--- src/rtl/lcd_pkg.sv ---
// Shared panel timing definitions for the LCD raster and pattern stages.
package lcd_pkg;

    // Coordinate widths carried on Columna / Fila
    localparam int COL_W = 11;
    localparam int ROW_W = 10;

    // Default timing for the 800x480 parallel-RGB panel
    localparam int DEF_BACK_PORCH_X  = 216;
    localparam int DEF_BACK_PORCH_Y  = 35;
    localparam int DEF_FRONT_PORCH_X = 40;
    localparam int DEF_FRONT_PORCH_Y = 10;
    localparam int DEF_SCREEN_SIZE_X = 800;
    localparam int DEF_SCREEN_SIZE_Y = 480;
    localparam int DEF_HSYNC_WIDTH   = 1;
    localparam int DEF_VSYNC_WIDTH   = 1;
    localparam int DEF_CLK_DIV       = 2;
    localparam int DEF_GREST_DELAY   = 16;

    typedef logic [COL_W-1:0] col_t;
    typedef logic [ROW_W-1:0] row_t;

    // Pixels per line including porches
    function automatic int h_total(input int back_porch, input int screen, input int front_porch);
        return back_porch + screen + front_porch;
    endfunction

    // Lines per frame including porches
    function automatic int v_total(input int back_porch, input int screen, input int front_porch);
        return back_porch + screen + front_porch;
    endfunction

endpackage

--- src/rtl/lcd_pix_clk_div.sv ---
// Pixel clock divider: free-running modulo-CLK_DIV counter, registered NCLK
// and a one-cycle tick on the last CLK of each pixel period.
module lcd_pix_clk_div #(
    parameter int CLK_DIV = 2
) (
    input  logic i_clk,
    input  logic i_rst_n,
    output logic o_nclk,
    output logic o_tick
);

    localparam int DIV_W = $clog2(CLK_DIV);
    localparam logic [DIV_W-1:0] DIV_LAST = DIV_W'(CLK_DIV - 1);
    localparam logic [DIV_W-1:0] DIV_HALF = DIV_W'(CLK_DIV / 2);

    logic [DIV_W-1:0] r_div_cnt;
    logic [DIV_W-1:0] w_div_next;
    logic             w_tick;
    logic             r_nclk;

    assign w_tick = (r_div_cnt == DIV_LAST);

    // Next divider phase: wrap after the last CLK of the pixel
    always_comb begin
        w_div_next = r_div_cnt + DIV_W'(1);
        if (w_tick) begin
            w_div_next = '0;
        end
    end

    // NCLK is decoded from the next phase so it is a clean flop output that
    // falls on the same edge where the raster counters move
    always_ff @(posedge i_clk or negedge i_rst_n) begin
        if (!i_rst_n) begin
            r_div_cnt <= '0;
            r_nclk    <= 1'b0;
        end else begin
            r_div_cnt <= w_div_next;
            r_nclk    <= (w_div_next >= DIV_HALF);
        end
    end

    assign o_nclk = r_nclk;
    assign o_tick = w_tick;

endmodule

--- src/rtl/lcd_timing_gen.sv ---
// Raster timing generator: pixel clock, panel global reset sequencing,
// horizontal/vertical counters and registered HD/VD/DEN decodes.
module lcd_timing_gen
    import lcd_pkg::*;
#(
    parameter int BACK_PORCH_X  = DEF_BACK_PORCH_X,
    parameter int BACK_PORCH_Y  = DEF_BACK_PORCH_Y,
    parameter int FRONT_PORCH_X = DEF_FRONT_PORCH_X,
    parameter int FRONT_PORCH_Y = DEF_FRONT_PORCH_Y,
    parameter int SCREEN_SIZE_X = DEF_SCREEN_SIZE_X,
    parameter int SCREEN_SIZE_Y = DEF_SCREEN_SIZE_Y,
    parameter int HSYNC_WIDTH   = DEF_HSYNC_WIDTH,
    parameter int VSYNC_WIDTH   = DEF_VSYNC_WIDTH,
    parameter int CLK_DIV       = DEF_CLK_DIV,
    parameter int GREST_DELAY   = DEF_GREST_DELAY
) (
    input  logic             CLK,
    input  logic             RST_n,
    output logic             NCLK,
    output logic             GREST,
    output logic             HD,
    output logic             VD,
    output logic             DEN,
    output logic [COL_W-1:0] Columna,
    output logic [ROW_W-1:0] Fila
);

    localparam int H_TOTAL = h_total(BACK_PORCH_X, SCREEN_SIZE_X, FRONT_PORCH_X);
    localparam int V_TOTAL = v_total(BACK_PORCH_Y, SCREEN_SIZE_Y, FRONT_PORCH_Y);
    localparam int H_ACT_END = BACK_PORCH_X + SCREEN_SIZE_X;
    localparam int V_ACT_END = BACK_PORCH_Y + SCREEN_SIZE_Y;
    localparam int GREST_W = $clog2(GREST_DELAY + 1);

    // Parameter sanity, caught at elaboration rather than in silicon
    generate
        if (H_TOTAL > (1 << COL_W)) begin : g_chk_h_total
            $error("lcd_timing_gen: H_TOTAL does not fit in Columna");
        end
        if (V_TOTAL > (1 << ROW_W)) begin : g_chk_v_total
            $error("lcd_timing_gen: V_TOTAL does not fit in Fila");
        end
        if (HSYNC_WIDTH >= BACK_PORCH_X) begin : g_chk_hsync
            $error("lcd_timing_gen: HSYNC_WIDTH must be below BACK_PORCH_X");
        end
        if (VSYNC_WIDTH >= BACK_PORCH_Y) begin : g_chk_vsync
            $error("lcd_timing_gen: VSYNC_WIDTH must be below BACK_PORCH_Y");
        end
        if ((CLK_DIV < 2) || ((CLK_DIV % 2) != 0)) begin : g_chk_div
            $error("lcd_timing_gen: CLK_DIV must be even and at least 2");
        end
        if (GREST_DELAY < 1) begin : g_chk_grest
            $error("lcd_timing_gen: GREST_DELAY must be at least 1");
        end
    endgenerate

    localparam col_t H_LAST = COL_W'(H_TOTAL - 1);
    localparam row_t V_LAST = ROW_W'(V_TOTAL - 1);
    localparam logic [GREST_W-1:0] GREST_LAST = GREST_W'(GREST_DELAY - 1);

    logic               w_tick;
    logic               w_nclk;
    logic               w_advance;
    logic [GREST_W-1:0] r_grest_cnt;
    logic               r_grest;
    col_t               r_col;
    row_t               r_row;
    col_t               w_col_next;
    row_t               w_row_next;
    logic               r_hd;
    logic               r_vd;
    logic               r_den;
    logic               w_hd_next;
    logic               w_vd_next;
    logic               w_den_next;

    lcd_pix_clk_div #(
        .CLK_DIV (CLK_DIV)
    ) u_pix_clk_div (
        .i_clk   (CLK),
        .i_rst_n (RST_n),
        .o_nclk  (w_nclk),
        .o_tick  (w_tick)
    );

    // Raster only moves once the panel is out of global reset
    assign w_advance = r_grest & w_tick;

    // Hold GREST low for GREST_DELAY CLK cycles after reset release, then latch high
    always_ff @(posedge CLK or negedge RST_n) begin
        if (!RST_n) begin
            r_grest_cnt <= '0;
            r_grest     <= 1'b0;
        end else if (!r_grest) begin
            r_grest_cnt <= r_grest_cnt + GREST_W'(1);
            if (r_grest_cnt == GREST_LAST) begin
                r_grest <= 1'b1;
            end
        end
    end

    // Next raster position: column wraps into the next row, row wraps with it
    always_comb begin
        w_col_next = r_col;
        w_row_next = r_row;
        if (w_advance) begin
            if (r_col == H_LAST) begin
                w_col_next = '0;
                if (r_row == V_LAST) begin
                    w_row_next = '0;
                end else begin
                    w_row_next = r_row + ROW_W'(1);
                end
            end else begin
                w_col_next = r_col + COL_W'(1);
            end
        end
    end

    // Sync/enable decoded from the next position so they register alongside it;
    // compares are done at 32-bit width so no boundary is ever truncated
    always_comb begin
        w_hd_next  = !(int'(w_col_next) < HSYNC_WIDTH);
        w_vd_next  = !(int'(w_row_next) < VSYNC_WIDTH);
        w_den_next = (int'(w_col_next) >= BACK_PORCH_X) && (int'(w_col_next) < H_ACT_END) &&
                     (int'(w_row_next) >= BACK_PORCH_Y) && (int'(w_row_next) < V_ACT_END);
    end

    // Raster state and decodes update together on the edge after a pixel tick
    always_ff @(posedge CLK or negedge RST_n) begin
        if (!RST_n) begin
            r_col <= '0;
            r_row <= '0;
            r_hd  <= 1'b1;
            r_vd  <= 1'b1;
            r_den <= 1'b0;
        end else if (w_advance) begin
            r_col <= w_col_next;
            r_row <= w_row_next;
            r_hd  <= w_hd_next;
            r_vd  <= w_vd_next;
            r_den <= w_den_next;
        end
    end

    assign NCLK    = w_nclk;
    assign GREST   = r_grest;
    assign HD      = r_hd;
    assign VD      = r_vd;
    assign DEN     = r_den;
    assign Columna = r_col;
    assign Fila    = r_row;

endmodule

--- config.mk ---
export PLATFORM = sky130hd
export DESIGN_NAME = lcd_timing_gen
export DESIGN_NICKNAME = d
export VERILOG_FILES = /design/src/rtl/lcd_pkg.sv /design/src/rtl/lcd_pix_clk_div.sv /design/src/rtl/lcd_timing_gen.sv
export SDC_FILE = /design/constraint.sdc
export NUM_CORES = 1
export LEC_CHECK = 0
export CAP_MARGIN = 20
export CORE_MARGIN = 1
export CORE_UTILIZATION = 53
export DETAILED_ROUTE_END_ITERATION = 10
export PLACE_DENSITY = 0.79
export REMOVE_ABC_BUFFERS = 1
export SETUP_SLACK_MARGIN = 0.15
export SYNTH_ARGS = -nofsm -noshare
export SYNTH_HDL_FRONTEND = slang
export SYNTH_SLANG_ARGS = --single-unit
--- constraint.sdc ---
create_clock -name CLK -period 3 [get_ports CLK]
set_clock_uncertainty 0.1 [all_clocks]
set_input_delay 0.3 -clock CLK [delete_from_list [all_inputs] [get_ports CLK]]
set_output_delay 0.3 -clock CLK [all_outputs]
set_load 0.005 [all_outputs]
# Yosys cells after proc, flatten, opt, wreduce, memory -nomap -nowiden
# Index checks and enable logic that the tools add are counted.
# word_totals
output_inout_bits	26
in_bits	2
word_cells	37
ff_bits	32
# op_classes
eq_ne	3
n_lt_le_gt_ge	7
n_reduce_logical	5
add_sub_neg	4
n_mux	8
bitwise_logic	1
# op_table
op	n
$mux 10	3
$mux 11	2
$add 11x1->11 const B	1
$eq 11x11->1 const B	1
$ge 11x8->1 const B	1
$lt 11x1->1 const B	1
$lt 11x10->1 const B	1
$add 10x1->10 const B	1
$eq 10x10->1 const B	1
$ge 10x6->1 const B	1
$lt 10x1->1 const B	1
$lt 10x10->1 const B	1
$add 5x1->5 const B	1
$eq 5x4->1 const B	1
$logic_and 1x1->1	3
$mux 1	3
$logic_not 1->1	2
$add 1x1->1 const B	1
$and 1x1->1	1
$ge 1x1->1 const B	1

# Depth between registers and ports, before layout
# depth
word_depth	7
depth_mapped	11

# Cells and area by module
# From an unflattened synthesis, not the netlist that was laid out.
# hier_totals
cells_unflattened	189
area_unflattened_um2	1830.5
# by_module_without_submodules
module	instances	cells_per_inst	area_per_inst_um2
lcd_timing_gen	1	186	1794.2
lcd_pix_clk_div	1	3	36.3

# Worst setup path before layout
# No wires, ideal clock.
# synth_path
kind	reg2reg
from	register r_col[0] (netlist: Columna[0])
to	register r_den (netlist: DEN)
setup_slack_ns	0.624
path_buffers	1
t_required_ns	2.778
path_stages_with_launch	10
arrival_ns	2.155
path_cell_list	dfrtp_1 ha_1 and4_1 and4_1 buf_6 a311o_1 a31oi_2 o21a_1 o21ai_1 a32o_1
# synth_via
elab_chain_len	7
# synth_rtl
item	line_no	text
start: declaration	lcd_timing_gen.sv:65	col_t r_col;
start signal: assignment	lcd_timing_gen.sv:137	r_col <= w_col_next;
$add 11x1->11 or $eq 11x11->1 (tied branches)	lcd_timing_gen.sv:114, lcd_timing_gen.sv:106	
$mux 11	lcd_timing_gen.sv:106	if (r_col == H_LAST) begin
$mux 11	lcd_timing_gen.sv:105	if (w_advance) begin
$ge 11x8->1 or $lt 11x10->1 (tied branches)	lcd_timing_gen.sv:124	w_den_next = (int'(w_col_next) >= BACK_PORCH_X) && (int'(w_col_next) < H_ACT_END) &&
$logic_and 1x1->1 (2 in series)	lcd_timing_gen.sv:124	
$logic_and 1x1->1 *	lcd_timing_gen.sv:125	(int'(w_row_next) >= BACK_PORCH_Y) && (int'(w_row_next) < V_ACT_END);
end signal: assignment	lcd_timing_gen.sv:141	r_den <= w_den_next;
end: declaration	lcd_timing_gen.sv:71	logic r_den;
# Every way passes the cells marked *; elsewhere a longest branch is shown, timed or not.
# A chain may end at the register's enable or synchronous reset.

# Worst setup path after layout
# Ends and elaborated chain as after synthesis.

==> run metrics <==
# resized after CTS=0; sequential share of the synthesized area=43.8%; total power=654 µW; Fill cells=258; clock tree root buffer cell=clkbuf_4; proportion of layout cells with a drive suffix above 1=14.0%; Multi-input gate area=917 µm²; setup bufs post-CTS=0; Port-buffer cells=27; CTS tree=yes; max-cap violations=0; critical path type=reg -> reg; sequential power share=63.9%; CP Depth=9; FP Rows=20; RePlAce Congestion=0.935; depth of the CTS H-tree=2; Clk pin slew, worst setup/hold paths=0.09 ns; DR vias=1478; synth unique cells=53; Setup Viol. Count Final=0; Post-synth EDFFs=0; CTS Sinks=31; switching portion of total power=21.9%; diodes inserted=0; # DRC=0; Lkg Pwr=0.000898 µW; Layout Nets=213; first-pass GRT wire length=6.50 mm; post-route cell area=2130 µm²; total grt overflow=0; top cells by count, synth=dfrtp_1, nand2_1, nor2_1, inv_1, nand3_1; Least-Margin Pin Slew=0.532 ns; crit-path leading delay family=simple AND/OR/NAND/NOR gates; main flop type after synthesis=dfrtp_1; HPWL Detailed=2.82 mm; Synth warnings=0; pin count of the biggest net entering global routing=32; crit path cell chain=ha_1 > and4_1 > and4_1 > a21oi_2 > a31oi_4 > nor4_2 > o21a_1 > o21ai_1 > a32o_1; Cell Area, Placed=2080 µm²; CP Data Required Time=3.13 ns; Die Span Y=59.9 µm; top-count cell post-synth=dfrtp_1; Logic pwr share=1.5%; Iteration-0 DRC Markers=85; RSZ-0062 raised after global routing=false; Top cell by count, worst path=and4_1; Synth Area per Inst=10.2 µm²; outcome=complete, no violations; Initial Util=56.8%; vias in the first global route=1410; synth-to-layout area growth=19.6%; Synth Register Bits=31; Int Power=511 µW; hold-fix buffers at CTS=0; WHS=0.252 ns; core area=3130 µm²; die area=3590 µm²; synthesized area=1780 µm²; DR vias/cell=5.89; final antenna-violating net count=0; Fin. Hold Viols=0; CP max stage delay=0.46 ns; clock buffer count from CTS=5; PwrDens=307 nW/µm²; FF/Latch Area=778 µm²; I/O Pins=28; worst rel slew slack=64.2%; GR Util All Layers=25.5%; R2R cell count=9; buffers and inverters on the worst path=0; Psw=143 µW; Max FO, Critical Path=9; max-slew violations=0; area share of the largest cell type after synthesis=40.8%; DRT Wirelength=3.80 mm; Period minus WS final=2.60 ns; clock tree buffer depth=2; post-synth top area cell=dfrtp_1; top post-synthesis cells by area=dfrtp_1, xnor2_1, nand2_1; Mapped Cells=174; Die X=59.9 µm; routed length per instance=15.1 µm; CP max stage cell=dfrtp_1; Worst-Skew Late Latency=0.33 ns; Post-synth ARST share=100%; 1st-pass router iterations=4; critical path arrival=2.72 ns; HP Class=in -> async; crit path capture type=flop; Worst setup SP type=flop; period utilisation layout=86.6%; sum of negative setup slack=0 ns; initial antenna violation count=0; fmax=0.385 GHz; Clk pwr share=34.6%; peak supply drop=0.223 mV
==> stage by stage <==
step | std cells | setup slack (ns) | utilization (%)
3_5_place_dp | 243 | 0.444 | 66.4
6_report | 251 | 0.403 | 68.0
3_3_place_gp | 243 | 0.538 | 66.4
5_1_grt | 251 | 0.221 | 68.0
2_1_floorplan | 170 | 0.477 | -
4_1_cts | 251 | 0.423 | 68.0
==> worst paths after layout <==
kind                                 from              to  slack, ns
max                            Columna[0]             DEN       0.40
min                                 RST_n  r_grest_cnt[4]       0.25
max reg2reg                    Columna[0]             DEN       0.40
min reg2reg                r_grest_cnt[3]  r_grest_cnt[3]       0.37
max in group asynchronous           RST_n              HD       2.23
min in group CLK           r_grest_cnt[3]  r_grest_cnt[3]       0.37
==> cell families (layout without fill, tap and decap cells) <==
kind of cell / Yosys count / count (layout) / synth area share, %
fa+ha+maj: 5 / 5 / 3.52
xor+xnor: 14 / 14 / 6.90
buf+inv: 15 / 48 / 4.64
flops: 31 / 31 / 43.8
simple gates: 77 / 77 / 25.5
compound gates: 31 / 31 / 15.0
mux: 1 / 1 / 0.633
==> area by class of cell <==
class	count	share of cell area, %
Inverter	11	1.94
Clock buffer	7	2.12
Timing Repair Buffer	29	13.4
Clock inverter	1	0.235
Sequential cell	31	36.6
Multi-Input combinational cell	128	43.1
Tap cell	44	2.59
==> registers in the layout, summed over array words and instances, names as in the netlist <==
signal,count
Fila,10
Columna,11
u_pix_clk_div.o_tick,1
r_grest_cnt,5
VD,1
GREST,1
HD,1
DEN,1
==> layout by cell type, fill, tap and decap left out, drive strengths merged, types with 2 or more instances in the layout <==
master          n
dfrtp          29
nand4           3
nor2           13
and3            4
clkbuf          7
o31ai           5
o21a            2
ha              5
buf             2
o21ai           7
and4            3
nand4b          2
nand2          19
a41oi           2
a21o            2
dfstp           2
nor4            2
or2             2
a21oi           3
and2            2
clkdlybuf4s50  27
nand2b          2
nor3            9
xor2            6
or3             2
inv            11
nand3           9
nor4b           2
xnor2           8
a31oi           4
==> power groups by stage <==
stage               clock (µW)  combinational, µW  sequential [µW]
floorplan                    0           0.000357              426
global placement             0               10.2              426
detailed placement           0               10.3              426
CTS                        237               10.4              418
global route               254               11.6              418
finish                     226               9.70              418
==> per-layer routing <==
| layer | part of all wire [%] | wire length, µm | GRT usage, % |
|---|---|---|---|
| met4 | 2.7 | 104 | 15.0 |
| met5 | 0 | 0 | 0 |
| met3 | 6.2 | 235 | 8.23 |
| met1 | 43 | 1640 | 31.3 |
| met2 | 48 | 1820 | 39.0 |
No activity file was read; power rests on OpenSTA's default activity.
